**src/rtl/filter_tg_pkg.sv**
```systemverilog
// Shared definitions for the filter timing / test-pattern generator.
//   - tg_state_e   : run-control FSM encoding (idle / run / stop pending)
//   - tg_pattern_e : pattern select codes carried on i_pattern_sel
//   - bar_color()  : 8-entry colour-bar Y/U/V table (white .. black)
//   - LFSR seed, tap mask and step function used when FILTER_TG_PRBS_EN is defined
package filter_tg_pkg;

  typedef enum logic [1:0] {
    StIdle     = 2'd0,
    StRun      = 2'd1,
    StStopPend = 2'd2
  } tg_state_e;

  typedef enum logic [1:0] {
    PatRamp    = 2'd0,
    PatBars    = 2'd1,
    PatChecker = 2'd2,
    PatFrame   = 2'd3
  } tg_pattern_e;

  typedef struct packed {
    logic [7:0] y;
    logic [7:0] u;
    logic [7:0] v;
  } yuv8_t;

  localparam logic [7:0] MidLevel = 8'd128;
  localparam logic [7:0] ChkHigh  = 8'd235;
  localparam logic [7:0] ChkLow   = 8'd16;

  // Fibonacci taps 16,14,13,11 expressed as bit positions 15,13,12,10.
  localparam logic [15:0] LfsrSeed = 16'hACE1;
  localparam logic [15:0] LfsrTaps = 16'hB400;

  function automatic yuv8_t bar_color(input logic [2:0] idx);
    yuv8_t c;
    unique case (idx)
      3'd0: c = '{y: 8'd235, u: 8'd128, v: 8'd128};  // white
      3'd1: c = '{y: 8'd210, u: 8'd16,  v: 8'd146};  // yellow
      3'd2: c = '{y: 8'd170, u: 8'd166, v: 8'd16};   // cyan
      3'd3: c = '{y: 8'd145, u: 8'd54,  v: 8'd34};   // green
      3'd4: c = '{y: 8'd106, u: 8'd202, v: 8'd222};  // magenta
      3'd5: c = '{y: 8'd81,  u: 8'd90,  v: 8'd240};  // red
      3'd6: c = '{y: 8'd41,  u: 8'd240, v: 8'd110};  // blue
      3'd7: c = '{y: 8'd16,  u: 8'd128, v: 8'd128};  // black
    endcase
    return c;
  endfunction

  function automatic logic [15:0] lfsr_step(input logic [15:0] s);
    return {s[14:0], ^(s & LfsrTaps)};
  endfunction

endpackage

```
**src/rtl/filter_tg_pattern.sv**
```systemverilog
// Pixel data generator for filter_timing_gen. Produces registered Y/U/V for the
// raster position presented on hcnt_i/vcnt_i; outputs are zero whenever de_i is low.
// Optional macro FILTER_TG_PRBS_EN turns pattern 3 into LFSR noise instead of
// the frame-count flat field.
// Ports:
//   clk, rstn     : pixel clock, asynchronous active-low reset
//   hcnt_i/vcnt_i : current raster counters
//   de_i          : current cycle is an active pixel
//   frame_cnt_i   : frame counter (flat-field level)
//   pattern_i     : pattern in force for this frame
//   y_o/u_o/v_o   : registered pixel components
module filter_tg_pattern
  import filter_tg_pkg::*;
#(
  parameter int unsigned DATA_WIDTH = 8,
  parameter int unsigned CNT_WIDTH  = 12,
  parameter int unsigned BAR_W      = 240
) (
  input  logic                  clk,
  input  logic                  rstn,
  input  logic [CNT_WIDTH-1:0]  hcnt_i,
  input  logic [CNT_WIDTH-1:0]  vcnt_i,
  input  logic                  de_i,
  input  logic [DATA_WIDTH-1:0] frame_cnt_i,
  input  tg_pattern_e           pattern_i,
  output logic [DATA_WIDTH-1:0] y_o,
  output logic [DATA_WIDTH-1:0] u_o,
  output logic [DATA_WIDTH-1:0] v_o
);

  logic [2:0]            bar_idx_q, bar_idx_d, bar_idx_cur;
  logic [CNT_WIDTH-1:0]  bar_sub_q, bar_sub_d, bar_sub_cur;
  logic                  line_start;
  yuv8_t                 bar;
  logic [DATA_WIDTH-1:0] y_d, u_d, v_d;

`ifdef FILTER_TG_PRBS_EN
  logic [15:0] lfsr_q, lfsr_d, lfsr_cur;
  logic        unused_frame_cnt;
  assign unused_frame_cnt = ^frame_cnt_i;
`else
  logic        unused_vcnt;
  assign unused_vcnt = ^vcnt_i;
`endif

  always_comb begin
    line_start = (hcnt_i == '0);
    // Bar position restarts combinationally on the first pixel of each line.
    bar_idx_cur = line_start ? 3'd0 : bar_idx_q;
    bar_sub_cur = line_start ? '0 : bar_sub_q;
    if (bar_sub_cur == CNT_WIDTH'(BAR_W - 1)) begin
      bar_sub_d = '0;
      bar_idx_d = bar_idx_cur + 3'd1;
    end else begin
      bar_sub_d = bar_sub_cur + CNT_WIDTH'(1);
      bar_idx_d = bar_idx_cur;
    end
    bar = bar_color(bar_idx_cur);

`ifdef FILTER_TG_PRBS_EN
    lfsr_cur = (line_start && (vcnt_i == '0)) ? LfsrSeed : lfsr_q;
    lfsr_d   = de_i ? lfsr_step(lfsr_cur) : lfsr_cur;
`endif

    y_d = '0;
    u_d = '0;
    v_d = '0;
    if (de_i) begin
      u_d = DATA_WIDTH'(MidLevel);
      v_d = DATA_WIDTH'(MidLevel);
      unique case (pattern_i)
        PatRamp:    y_d = hcnt_i[DATA_WIDTH-1:0];
        PatBars: begin
          y_d = DATA_WIDTH'(bar.y);
          u_d = DATA_WIDTH'(bar.u);
          v_d = DATA_WIDTH'(bar.v);
        end
        PatChecker: y_d = (hcnt_i[3] ^ vcnt_i[3]) ? DATA_WIDTH'(ChkHigh) : DATA_WIDTH'(ChkLow);
`ifdef FILTER_TG_PRBS_EN
        PatFrame:   y_d = DATA_WIDTH'(lfsr_cur[7:0]);
`else
        PatFrame:   y_d = frame_cnt_i;
`endif
      endcase
    end
  end

  always_ff @(posedge clk or negedge rstn) begin
    if (!rstn) begin
      bar_idx_q <= '0;
      bar_sub_q <= '0;
      y_o       <= '0;
      u_o       <= '0;
      v_o       <= '0;
`ifdef FILTER_TG_PRBS_EN
      lfsr_q    <= LfsrSeed;
`endif
    end else begin
      bar_idx_q <= bar_idx_d;
      bar_sub_q <= bar_sub_d;
      y_o       <= y_d;
      u_o       <= u_d;
      v_o       <= v_d;
`ifdef FILTER_TG_PRBS_EN
      lfsr_q    <= lfsr_d;
`endif
    end
  end

endmodule

```
**src/rtl/filter_timing_gen.sv**
```systemverilog
// Video timing and test-pattern source feeding the 5x5 filter. Generates a
// vs/hs/de raster (line order: active, front porch, sync, back porch) with Y/U/V
// pattern data. All outputs are registered one cycle behind the counters.
// Optional macro FILTER_TG_PRBS_EN: pattern 3 becomes LFSR noise.
// Ports:
//   clk, rstn      : pixel clock, asynchronous active-low reset
//   i_en           : level-sensitive run request
//   i_pattern_sel  : 0 ramp, 1 colour bars, 2 checkerboard, 3 frame-count / noise
//   o_vs/o_hs/o_de : sync and data enable (active-high)
//   o_y/o_u/o_v    : pixel components
//   o_frame_done   : one-cycle pulse aligned to the last raster cycle
//   o_busy         : generator not idle
module filter_timing_gen
  import filter_tg_pkg::*;
#(
  parameter int unsigned DATA_WIDTH     = 8,
  parameter int unsigned CNT_WIDTH      = 12,
  parameter int unsigned MEM_ADDR_WIDTH = 11,
  parameter int unsigned H_ACTIVE       = 1920,
  parameter int unsigned H_FP           = 88,
  parameter int unsigned H_SYNC         = 44,
  parameter int unsigned H_BP           = 148,
  parameter int unsigned V_ACTIVE       = 1080,
  parameter int unsigned V_FP           = 4,
  parameter int unsigned V_SYNC         = 5,
  parameter int unsigned V_BP           = 36
) (
  input  logic                  clk,
  input  logic                  rstn,
  input  logic                  i_en,
  input  logic [1:0]            i_pattern_sel,
  output logic                  o_vs,
  output logic                  o_hs,
  output logic                  o_de,
  output logic [DATA_WIDTH-1:0] o_y,
  output logic [DATA_WIDTH-1:0] o_u,
  output logic [DATA_WIDTH-1:0] o_v,
  output logic                  o_frame_done,
  output logic                  o_busy
);

  localparam int unsigned H_TOTAL = H_ACTIVE + H_FP + H_SYNC + H_BP;
  localparam int unsigned V_TOTAL = V_ACTIVE + V_FP + V_SYNC + V_BP;
  localparam int unsigned BAR_W   = H_ACTIVE / 8;

  if ((H_TOTAL > 2 ** CNT_WIDTH) || (V_TOTAL > 2 ** CNT_WIDTH)) begin : g_cnt_range_err
    $error("H_TOTAL/V_TOTAL exceed the counter range");
  end
  if ((H_ACTIVE > 2 ** MEM_ADDR_WIDTH) || (H_ACTIVE % 8 != 0)) begin : g_h_active_err
    $error("H_ACTIVE must fit the line buffer and be a multiple of 8");
  end

  tg_state_e             state_q;
  tg_pattern_e           pattern_q, pattern_cur;
  logic [CNT_WIDTH-1:0]  hcnt_q, vcnt_q, hcnt_nxt, vcnt_nxt;
  logic [DATA_WIDTH-1:0] frame_cnt_q;
  logic                  running, h_last, v_last, frame_last, frame_start;
  logic                  de_raw, hs_raw, vs_raw;
  logic                  vs_q, hs_q, de_q, frame_done_q, busy_q;

  always_comb begin
    running     = (state_q != StIdle);
    h_last      = (hcnt_q == CNT_WIDTH'(H_TOTAL - 1));
    v_last      = (vcnt_q == CNT_WIDTH'(V_TOTAL - 1));
    frame_last  = running && h_last && v_last;
    frame_start = (hcnt_q == '0) && (vcnt_q == '0);
    // The select is live on the frame's first cycle so pixel (0,0) already uses it.
    pattern_cur = frame_start ? tg_pattern_e'(i_pattern_sel) : pattern_q;

    hcnt_nxt = h_last ? '0 : hcnt_q + CNT_WIDTH'(1);
    vcnt_nxt = vcnt_q;
    if (h_last) begin
      vcnt_nxt = v_last ? '0 : vcnt_q + CNT_WIDTH'(1);
    end

    de_raw = running && (hcnt_q < CNT_WIDTH'(H_ACTIVE)) && (vcnt_q < CNT_WIDTH'(V_ACTIVE));
    hs_raw = running && (hcnt_q >= CNT_WIDTH'(H_ACTIVE + H_FP))
                     && (hcnt_q <= CNT_WIDTH'(H_ACTIVE + H_FP + H_SYNC - 1));
    vs_raw = running && (vcnt_q >= CNT_WIDTH'(V_ACTIVE + V_FP))
                     && (vcnt_q <= CNT_WIDTH'(V_ACTIVE + V_FP + V_SYNC - 1));
  end

  always_ff @(posedge clk or negedge rstn) begin
    if (!rstn) begin
      state_q      <= StIdle;
      pattern_q    <= PatRamp;
      hcnt_q       <= '0;
      vcnt_q       <= '0;
      frame_cnt_q  <= '0;
      vs_q         <= 1'b0;
      hs_q         <= 1'b0;
      de_q         <= 1'b0;
      frame_done_q <= 1'b0;
      busy_q       <= 1'b0;
    end else begin
      pattern_q    <= pattern_cur;
      vs_q         <= vs_raw;
      hs_q         <= hs_raw;
      de_q         <= de_raw;
      frame_done_q <= frame_last;
      busy_q       <= running;
      if (frame_last) begin
        frame_cnt_q <= frame_cnt_q + DATA_WIDTH'(1);
      end
      unique case (state_q)
        StIdle: begin
          hcnt_q <= '0;
          vcnt_q <= '0;
          if (i_en) state_q <= StRun;
        end
        StRun: begin
          hcnt_q <= hcnt_nxt;
          vcnt_q <= vcnt_nxt;
          if (!i_en) state_q <= StStopPend;
        end
        StStopPend: begin
          hcnt_q <= hcnt_nxt;
          vcnt_q <= vcnt_nxt;
          if (i_en) begin
            state_q <= StRun;
          end else if (frame_last) begin
            state_q <= StIdle;
          end
        end
        default: state_q <= StIdle;
      endcase
    end
  end

  filter_tg_pattern #(
    .DATA_WIDTH (DATA_WIDTH),
    .CNT_WIDTH  (CNT_WIDTH),
    .BAR_W      (BAR_W)
  ) u_pattern (
    .clk         (clk),
    .rstn        (rstn),
    .hcnt_i      (hcnt_q),
    .vcnt_i      (vcnt_q),
    .de_i        (de_raw),
    .frame_cnt_i (frame_cnt_q),
    .pattern_i   (pattern_cur),
    .y_o         (o_y),
    .u_o         (o_u),
    .v_o         (o_v)
  );

  assign o_vs         = vs_q;
  assign o_hs         = hs_q;
  assign o_de         = de_q;
  assign o_frame_done = frame_done_q;
  assign o_busy       = busy_q;

endmodule

```
**config.mk**
```make
export PLATFORM = sky130hd
export DESIGN_NAME = filter_timing_gen
export DESIGN_NICKNAME = d
export VERILOG_FILES = /design/src/rtl/filter_tg_pkg.sv /design/src/rtl/filter_tg_pattern.sv /design/src/rtl/filter_timing_gen.sv
export SDC_FILE = /design/constraint.sdc
export NUM_CORES = 1
export LEC_CHECK = 0
export CAP_MARGIN = 0
export CORE_MARGIN = 5
export CORE_UTILIZATION = 53
export CTS_BUF_LIST = sky130_fd_sc_hd__clkbuf_4 sky130_fd_sc_hd__clkbuf_8
export DETAILED_ROUTE_END_ITERATION = 8
export PLACE_DENSITY = 0.77
export RECOVER_POWER = 100
export SETUP_SLACK_MARGIN = 0.02
export SYNTH_ARGS = -nofsm -noshare
export SYNTH_HDL_FRONTEND = slang
export SYNTH_SLANG_ARGS = --single-unit
```
**constraint.sdc**
```tcl
create_clock -name clk -period 3 [get_ports clk]
set_input_delay 0.6 -clock clk [delete_from_list [all_inputs] [get_ports clk]]
set_output_delay 0.6 -clock clk [all_outputs]
set_load 0.05 [all_outputs]
```
==> results_dict.tcl, run 1 <==
set metrics [dict create \
    viasPerCell 5.66 \
    ys_ff_latch 76 \
    synth-async-reset-ratio_pct 100 \
    wl_per_cell_um 14.7 \
    cts_made_buffers 9 \
    timing.final.ws_setup_ns 0.198 \
    hold_viol_final 0 \
    antenna_found_initial 0 \
    grt_max_degree 77 \
    place_congestion 0.857 \
    p_leak_nw 2.16 \
    yosysWarningCount 0 \
    synth_area_leaders "dfrtp_1 47%, ha_1 5.9%, nor2_1 4.6%" \
    placed_area_um2 4430 \
    clk_path_buf_depth 2 \
    synth-xor-area-share_pct 5.23 \
    setup_viol 0 \
    cp-start-kind "flip-flop" \
    synth_mux_area_share_pct 2.55 \
    grt_pass1_wl_um 14100 \
    avgSynthCellArea_um2 9.55 \
    dp_cells 543 \
    fmax_mhz 357 \
    post-place-ws_ns 0.191 \
    wl_met2_um 3890 \
    fin_cells 558 \
    cts.sinks 76 \
    synthDistinctLibCells 55 \
    drv_slew 77 \
    synth_compound_area_share_pct 11.8 \
    rows 31 \
    cts_hold_repair.buffers 0 \
    fin_crit_ns 2.80 \
    max_cap_violations 1 \
    port_buffers 31 \
    cts_tree "done" \
    area_delta_synth_final_pct 14.5 \
    diodes 0 \
    worst_ep_arrival_time_ns 3.07 \
    routed_wl_um 8180 \
    dieHeight_um 97.1 \
    path_max_fanout 13 \
    drtPass1Iterations 4 \
    ir_drop_v 0.000328 \
    p_per_area_nw_per_um2 746 \
    grt.overflow.total 0 \
    synthSimpleGateAreaFrac_pct 23.5 \
    coreArea_um2 7330 \
    start_util_pct 54.9 \
    die_area_um2 9430 \
    top_layer_used "met4" \
    nFillCells 577 \
    fin_tns_setup_ns 0 \
    path_clk_slew_ns 0.07 \
    dpl.hpwl_um 5890 \
    first_global_vias 3047 \
    end_kind "flip-flop" \
    period_share_pct 93.4 \
    violations "capacitance limit, slew limit" \
    drive_gt1_share_pct 6.75 \
    synth-edff-count 0 \
    die_x_um 97.1 \
    netlist_area_um2 4020 \
    critPathKind "flip-flop to flip-flop" \
    htreeDepth 3 \
    root_buffer "clkbuf_8" \
    wl_met1_um 3620 \
    ys_top_cells_by_count "76 x dfrtp_1, 49 x nor2_1, 41 x nand2_1, 30 x o21ai_0" \
    synth.most_common_cell "dfrtp_1" \
    synthFlopType "dfrtp_1" \
    vias 3156 \
    hold_class "flip-flop to flip-flop" \
    status "finished, violations left" \
    stdcell_area_um2 4600 \
    first_iter_violations 152 \
    synth_top_area_share_pct 47.3 \
    grt_usage_pct 18.2 \
    fin_skew_ns 0.00714 \
    relSlewSlack_pct -19.0 \
    ant_nets 0 \
    multi_input_area_um2 1930 \
    worst_slew_pin_slew_ns 1.78 \
    wl_met3_um 526 \
    regArea_um2 1900 \
    yosys.area.top_type "dfrtp_1" \
    ys_seq_area_share_pct 47.3 \
    clk_latency_ns 0.35 \
    route.detailed.drc 0 \
    worstPathRequired_ns 3.27 \
    rsz0062_at_grt "false" \
    synthCells 421 \
    io_pins 34 \
    nets 479 \
    synth_fa_ha_area_share_pct 5.91 \
    synth_top_family_by_area "simple AND/OR/NAND/NOR gates" \
]
routing by layer:
layer | vias up | track usage [%]
li1 | 1533 | -
met1 | 1512 | 23.1
met2 | 95 | 29.5
met3 | 16 | 5.67
met4 | 0 | 6.37
met5 | - | 0
state kept, by name (all words and copies together) (netlist names):
register	flops
frame_cnt_q	8
hcnt_q	12
o_busy	1
o_de	1
o_frame_done	1
o_hs	1
o_vs	1
pattern_q	2
state_q	2
u_pattern.bar_idx_q	3
u_pattern.bar_sub_q	12
u_pattern.u_o	7
u_pattern.v_o	5
u_pattern.y_o	8
vcnt_q	12
cells by family (layout without fill, tap and decap cells):
logic type / Yosys count / after routing
flops: 76 / 76
compound gates: 77 / 77
mux: 8 / 8
other cells: 1 / 2
buf+inv: 34 / 71
xor+xnor: 24 / 24
simple gates: 182 / 182
fa+ha+maj: 19 / 19
worst max-delay path: stages (launching register included):
cell,delay [ns]
dfrtp_2,0.46
or3_4,0.43
or4_4,0.62
and2_0,0.23
ha_1,0.21
and3_1,0.21
nand4_1,0.15
buf_4,0.16
nand2_1,0.12
nor2_1,0.14
power breakdown:
| group | internal (mW) | switching, mW | leakage [nW] |
|---|---|---|---|
| combinational | 0.407 | 0.870 | 1.01 |
| sequential | 1.15 | 0.0861 | 1.03 |
| clock | 0.567 | 0.349 | 0.122 |
| total | 2.13 | 1.30 | 2.16 |
through the flow:
stage / utilization [%] / hold WS [ns] / power [mW]
detailed placement: 60.4 / 0.483 / 2.62
floorplan: - / 0.304 / 2.22
finish: 62.8 / 0.490 / 3.43
global route: 62.8 / 0.502 / 3.66
global placement: 60.4 / 0.475 / 2.60
CTS: 63.7 / 0.423 / 3.55
repair_timing:
action	in CTS	in global routing
setup endpoints to repair	0	3
gates resized for setup	0	1
buffers inserted	0	0
placed cells by master (no fill, tap or decap), types with 4 or more instances in the layout:
| cell type | instances |
|---|---|
| dfrtp_1 | 75 |
| clkbuf_8 | 10 |
| xor2_1 | 13 |
| o31ai_1 | 7 |
| ha_1 | 19 |
| and3_1 | 14 |
| inv_1 | 18 |
| and4_1 | 5 |
| xnor2_1 | 11 |
| nor3_1 | 6 |
| nand4_1 | 9 |
| clkbuf_1 | 4 |
| nor2b_1 | 4 |
| nand2_1 | 42 |
| a21oi_1 | 22 |
| nand2b_1 | 7 |
| nor2_1 | 49 |
| dlygate4sd3_1 | 27 |
| nand3_1 | 22 |
| o21ai_0 | 30 |
final cells by class:
cell class / count / share of cell area [%]
multi-input cells: 312 / 41.9
flip-flops and latches: 76 / 41.3
repair buffers: 38 / 7.45
clock buffers: 10 / 2.99
well taps: 99 / 2.69
clock inverters: 5 / 2.17
inverters: 18 / 1.47
final timing paths:
check	startpoint	to	slack [ns]	cells past startpoint
worst max-delay path	hcnt_q[7]	u_pattern.bar_sub_q[3]	0.20	9
worst min-delay path	frame_cnt_q[7]	frame_cnt_q[7]	0.49	1
worst max register to register	hcnt_q[7]	u_pattern.bar_sub_q[3]	0.20	9
worst min register to register	frame_cnt_q[7]	frame_cnt_q[7]	0.49	1
max in group asynchronous	rstn	hcnt_q[7]	1.08	1
min in group asynchronous	rstn	u_pattern.bar_sub_q[11]	0.74	1
Note: power is estimated with default switching activity, not from simulation.
==> inputs of run 2 (changes only) <==
HOLD_SLACK_MARGIN = 0.05   (was default)
==> results of run 2 <==
Final layout, timing and power as in run 1 (identical DEF).
==> inputs of run 3 (changes only) <==
CELL_PAD_IN_SITES_DETAIL_PLACEMENT = 1   (was default)
CELL_PAD_IN_SITES_GLOBAL_PLACEMENT = 2   (was default)
CORE_UTILIZATION = 41   (was 53)
PLACE_DENSITY = default   (was 0.77)
PLACE_DENSITY_LB_ADDON = 0.1   (was default)
clock period = 3.6 ns   (was 3 ns; I/O delays follow)
==> run 3 against run 2 <==
Compared with the run above:
- clock skew up 0.0023 ns
- critical endpoint is now u_pattern.bar_idx_q[1]
- register-to-register slack better by 0.21 ns
- the flow still finishes with violations (capacitance limit, slew limit)
- largest power group unchanged
- worst hold slack worse by 0.0015 ns
- highest routed layer unchanged
- count of clock-buffer cells in the layout unchanged
- global-route usage barely moved
==> results_dict.tcl, run 3 (same netlist as run 1, synthesis figures left out) <==
set metrics [dict create \
    first_global_vias 3314 \
    wl_met1_um 4450 \
    crit_path_max_incr_delay_ns 0.77 \
    critPathKind "flip-flop to flip-flop" \
    route.detailed.drc 0 \
    r2r_slack_ns 0.41 \
    die_x_um 109 \
    antenna_found_initial 0 \
    r2r_start "hcnt_q[3]" \
    worst_slew_pin_slew_ns 1.92 \
    ir_drop_v 0.000226 \
    routed_wl_um 9660 \
    place_congestion 0.782 \
    worst-path-buf-inv 0 \
    vias 3129 \
    drv_slew 90 \
    rsz0062_at_grt "false" \
    cts_hold_repair.buffers 0 \
    holdPathStages 1 \
    viasPerCell 5.33 \
    htreeDepth 3 \
    fin_cells 587 \
    drtPass1Iterations 4 \
    violations "capacitance limit, slew limit" \
    worst_path_max_delay_cell "or4_1" \
    grt.overflow.total 0 \
    grt_pass1_wl_um 16900 \
    post_cts_resized 0 \
    worstPathRequired_ns 3.84 \
    end_kind "flip-flop" \
    root_buffer "clkbuf_8" \
    die_area_um2 11900 \
    hold_path_end "u_pattern.v_o[4]" \
    cts_made_buffers 9 \
    hold_class "flip-flop to flip-flop" \
    crit_chain "or3_4 -> or4_1 -> and2_0 -> ha_1 -> and3_1 -> nand4_1 -> mux2_2" \
    final_cell_mix "76 x dfrtp_1, 49 x nor2_1, 42 x nand2_1" \
    io_pins 34 \
    path_max_fanout 13 \
    cts.sinks 76 \
    ant_nets 0 \
    final_common_cell "dfrtp_1" \
    dieHeight_um 109 \
    relSlewSlack_pct -27.8 \
    top_regs "hcnt_q x12, u_pattern.bar_sub_q x12, vcnt_q x12" \
    r2r_cells 7 \
    drive_gt1_share_pct 6.39 \
    wl_met3_um 319 \
    worst_ep_arrival_time_ns 3.43 \
    fmax_mhz 314 \
    crit_family "simple AND/OR/NAND/NOR gates" \
    coreArea_um2 9680 \
    start_util_pct 41.5 \
    hold_viol_final 0 \
    clk_path_buf_depth 2 \
    stdcell_area_um2 4560 \
    dp_cells 572 \
    cts_tree "done" \
    nets 474 \
    period_share_pct 88.6 \
    wl_per_cell_um 16.5 \
    p_leak_nw 2.12 \
    whs_ns 0.489 \
    grt_max_degree 77 \
    worstReg2RegEnd "u_pattern.bar_idx_q[1]" \
    top_layer_used "met4" \
    path_clk_slew_ns 0.08 \
    setup_viol 0 \
    fin_tns_setup_ns 0 \
    first_iter_violations 73 \
    fin_skew_ns 0.00945 \
    hp-start "u_pattern.bar_idx_q[1]" \
    status "finished, violations left" \
    postCtsSetupBuffers 0 \
    wl_met2_um 4750 \
    cp-start-kind "flip-flop" \
    rows 36 \
    max_cap_violations 2 \
    clk_latency_ns 0.35 \
    placed_area_um2 4440 \
    p_per_area_nw_per_um2 593 \
    dpl.hpwl_um 7100 \
    port_buffers 31 \
    area_delta_synth_final_pct 13.4 \
    grt_usage_pct 18.2 \
    fin_crit_ns 3.19 \
    diodes 0 \
]
[run 3: changes by cell type in the layout (fill, tap and decap cells not counted), sizes merged]
cell / before / now
bufinv: 3 / 0
clkbuf: 15 / 12
clkinv: 2 / 5
buf: 3 / 1
[run 3: area by class of cell]
cell class / instances / area (um^2)
fillers: 1120 / 5120
multi-input cells: 312 / 1940
flip-flops and latches: 76 / 1900
repair buffers: 33 / 317
well taps: 133 / 166
clock buffers: 10 / 138
inverters: 18 / 67.6
clock inverters: 5 / 28.8
[run 3: where the power goes]
group	switching, mW	internal, mW
Clock	0.321	0.262
Combinational	0.752	0.332
Sequential	0.0745	0.962
[run 3: how the worst max path moves through the flow]
| stage | startpoint | end | slack, ns | cells past startpoint |
|---|---|---|---|---|
| floorplan | hcnt_q[3] | u_pattern.bar_idx_q[1] | 0.63 | 10 |
| global placement | hcnt_q[3] | u_pattern.bar_idx_q[1] | 0.66 | 7 |
| CTS | hcnt_q[3] | u_pattern.bar_idx_q[1] | 0.58 | 7 |
| finish | hcnt_q[3] | u_pattern.bar_idx_q[1] | 0.41 | 7 |
| detailed placement | hcnt_q[3] | u_pattern.bar_idx_q[1] | 0.59 | 7 |
| global route | hcnt_q[3] | u_pattern.bar_sub_q[7] | 0.24 | 8 |
[run 3: metal layers]
metal	global-route usage, %	up-vias
met3	2.37	10
li1	-	1515
met5	0	-
met2	31.0	42
met4	7.30	0
met1	23.4	1562
[run 3: per-stage QoR]
stage               util (%)  power (mW)  setup WS, ns
floorplan                  -        1.85         0.635
global placement        45.9        2.22         0.664
detailed placement      45.9        2.23         0.592
CTS                     47.6        2.83         0.581
global route            47.1        2.92         0.243
finish                  47.1        2.70         0.411
==> RTL edit: new RTL, settings of run 2 <==
Put a register stage on the output `o_u`, cleared by the reset. The value now appears one clock later. The other outputs are not delayed to match.
--- a/src/rtl/filter_timing_gen.sv
+++ b/src/rtl/filter_timing_gen.sv
@@ -43,4 +43,6 @@
   localparam int unsigned V_TOTAL = V_ACTIVE + V_FP + V_SYNC + V_BP;
   localparam int unsigned BAR_W   = H_ACTIVE / 8;
+
+  logic [DATA_WIDTH-1:0] o_u_d;
 
   if ((H_TOTAL > 2 ** CNT_WIDTH) || (V_TOTAL > 2 ** CNT_WIDTH)) begin : g_cnt_range_err
@@ -141,5 +143,5 @@
     .pattern_i   (pattern_cur),
     .y_o         (o_y),
-    .u_o         (o_u),
+    .u_o         (o_u_d),
     .v_o         (o_v)
   );
@@ -151,4 +153,12 @@
   assign o_busy       = busy_q;
 
+  always_ff @(posedge clk or negedge rstn) begin
+    if (!rstn) begin
+      o_u <= '0;
+    end else begin
+      o_u <= o_u_d;
+    end
+  end
+
 endmodule
 
Check against the original RTL: not equivalent (Yosys sat finds a counterexample within 4 cycles, from zero or initial values and one cycle with rstn low).
==> RTL edit against run 2 <==
First-iteration DRC count is 16% higher; maximum frequency increased by 2.3%; cell area up 5.8%; sequential cell count grew 7; sequential power grew 8%; clock skew is 0.0013 ns higher; die area grew 5.2%; via count increased by 6.7%; area after synthesis rose by 5.8%; wire length rose by 9.7%; critical path depth fell by 1; setup slack better by 0.064 ns; total power is 3.9% higher; non-clock buffer count grew 5; largest cell class is now registers; largest power group is now registers.
==> RTL edit: results <==
set metrics [dict create \
    gp_congestion 0.9620 \
    reg_top3 "hcnt_q (12), u_pattern.bar_sub_q (12), vcnt_q (12)" \
    critPathSlowestCell "dfrtp_1" \
    portBuffers 31 \
    dpl_cell_area_um2 4674 \
    pre_cts_slack_ns 0.3597 \
    worstSkewPairLatency_ns 0.36 \
    grt_max_degree 51 \
    numCtsBuffers 9 \
    path_max_fanout 8 \
    outcome "finished clean" \
    synthTopCellsByArea "dfrtp_1, ha_1, o21ai_0" \
    dominantRegCellSynth "dfrtp_1" \
    r2r_cells 8 \
    cts_setup_buffers 0 \
    hold_class "reg2reg" \
    ys_seq_area_share_pct 48.79 \
    drtIter0Drc 176 \
    firstDrtPassIters 4 \
    finalNetCount 498 \
    hold_depth 0 \
    async_flop_share_pct 100.0 \
    fin_cells 581 \
    wire_per_inst_um 15.44 \
    ys_top_cells_by_count "dfrtp_1, o21ai_0, nor2_1" \
    gr-usage-met1_pct 25.61 \
    grt_util_met2_pct 31.77 \
    dp.cells 565 \
    grtUsageTotal_pct 19.32 \
    ir_drop_mv 0.3009 \
    hold_buffers 0 \
    antenna_found_initial 0 \
    dp_hpwl_mm 6.278 \
    critPathMaxStageDelay_ns 0.45 \
    arrival_ns 2.99 \
    leakagePower_nw 2.279 \
    synth-edff-count 0 \
    ctsResizeCount 0 \
    grt_first_pass_wirelength_mm 15.54 \
    tightest_slew_ns 1.221 \
    postSynthAreaPerCell_um2 9.674 \
    grtUsageMet3_pct 3.717 \
    htreeDepth 3 \
    ant_nets 0 \
    ys_types 50 \
    fin_skew_ns 0.008445 \
    antenna_cells 0 \
    ys_warn_count 0 \
    cts.clk_slew.worst_paths_ns 0.09 \
    drive_above_1_share_pct 7.307 \
    grt_pass1_vias 3334 \
    num_vias 3368 \
    final_util_pct 62.73 \
    root_buffer "clkbuf_8" \
    fillers 634 \
    clockBufferDepth 2 \
]
## RTL edit: power by group
group	total, W	switching [W]	internal (W)
clock	0.000987	0.000426	0.000561
combinational	0.00125	0.000834	0.000413
sequential	0.00134	0.0000911	0.00124
## RTL edit: cell type report
cell class | count | share of cell area (%)
flip-flops and latches | 83 | 42.63
multi-input cells | 318 | 40.63
repair buffers | 43 | 7.576
well taps | 102 | 2.619
clock buffers | 9 | 2.542
clock inverters | 7 | 2.542
inverters | 19 | 1.464
## RTL edit: critical path: cells and delay by family (launching register included)
family                     cells  cell delay (ns)
adders and majority gates      1             0.15
buffers and inverters          2             0.42
DFF                            1             0.45
muxes                          1             0.38
and+or+nand+nor                4             1.23
## RTL edit: cells by family after synthesis
family / after synthesis / synth area share, %
AO/OA/AOI/OAI: 83 / 11.35
XOR/XNOR: 22 / 4.527
adder cells (fa/ha/maj): 19 / 5.585
buffers and inverters: 40 / 4.291
flip-flops: 83 / 48.79
multiplexers: 10 / 2.587
other: 1 / 0.08810
AND/OR/NAND/NOR: 182 / 22.78
## RTL edit: final timing paths
path,endpoint,from,slack [ns]
worst max-delay path,u_pattern.u_o[6],vcnt_q[0],0.26
worst min-delay path,o_u[3],u_pattern.u_o[3],0.36
worst min register to register,o_u[3],u_pattern.u_o[3],0.36
max in group asynchronous,frame_cnt_q[0],rstn,1.03
worst max register to register,u_pattern.u_o[6],vcnt_q[0],0.26
min in group asynchronous,o_u[3],rstn,0.48
## RTL edit: metal layers
layer / wire [um] / part of all wire [%]
met1: 3949 / 44
met2: 4411 / 49
met4: 135 / 1.5
met3: 476 / 5.3
met5: 0 / 0
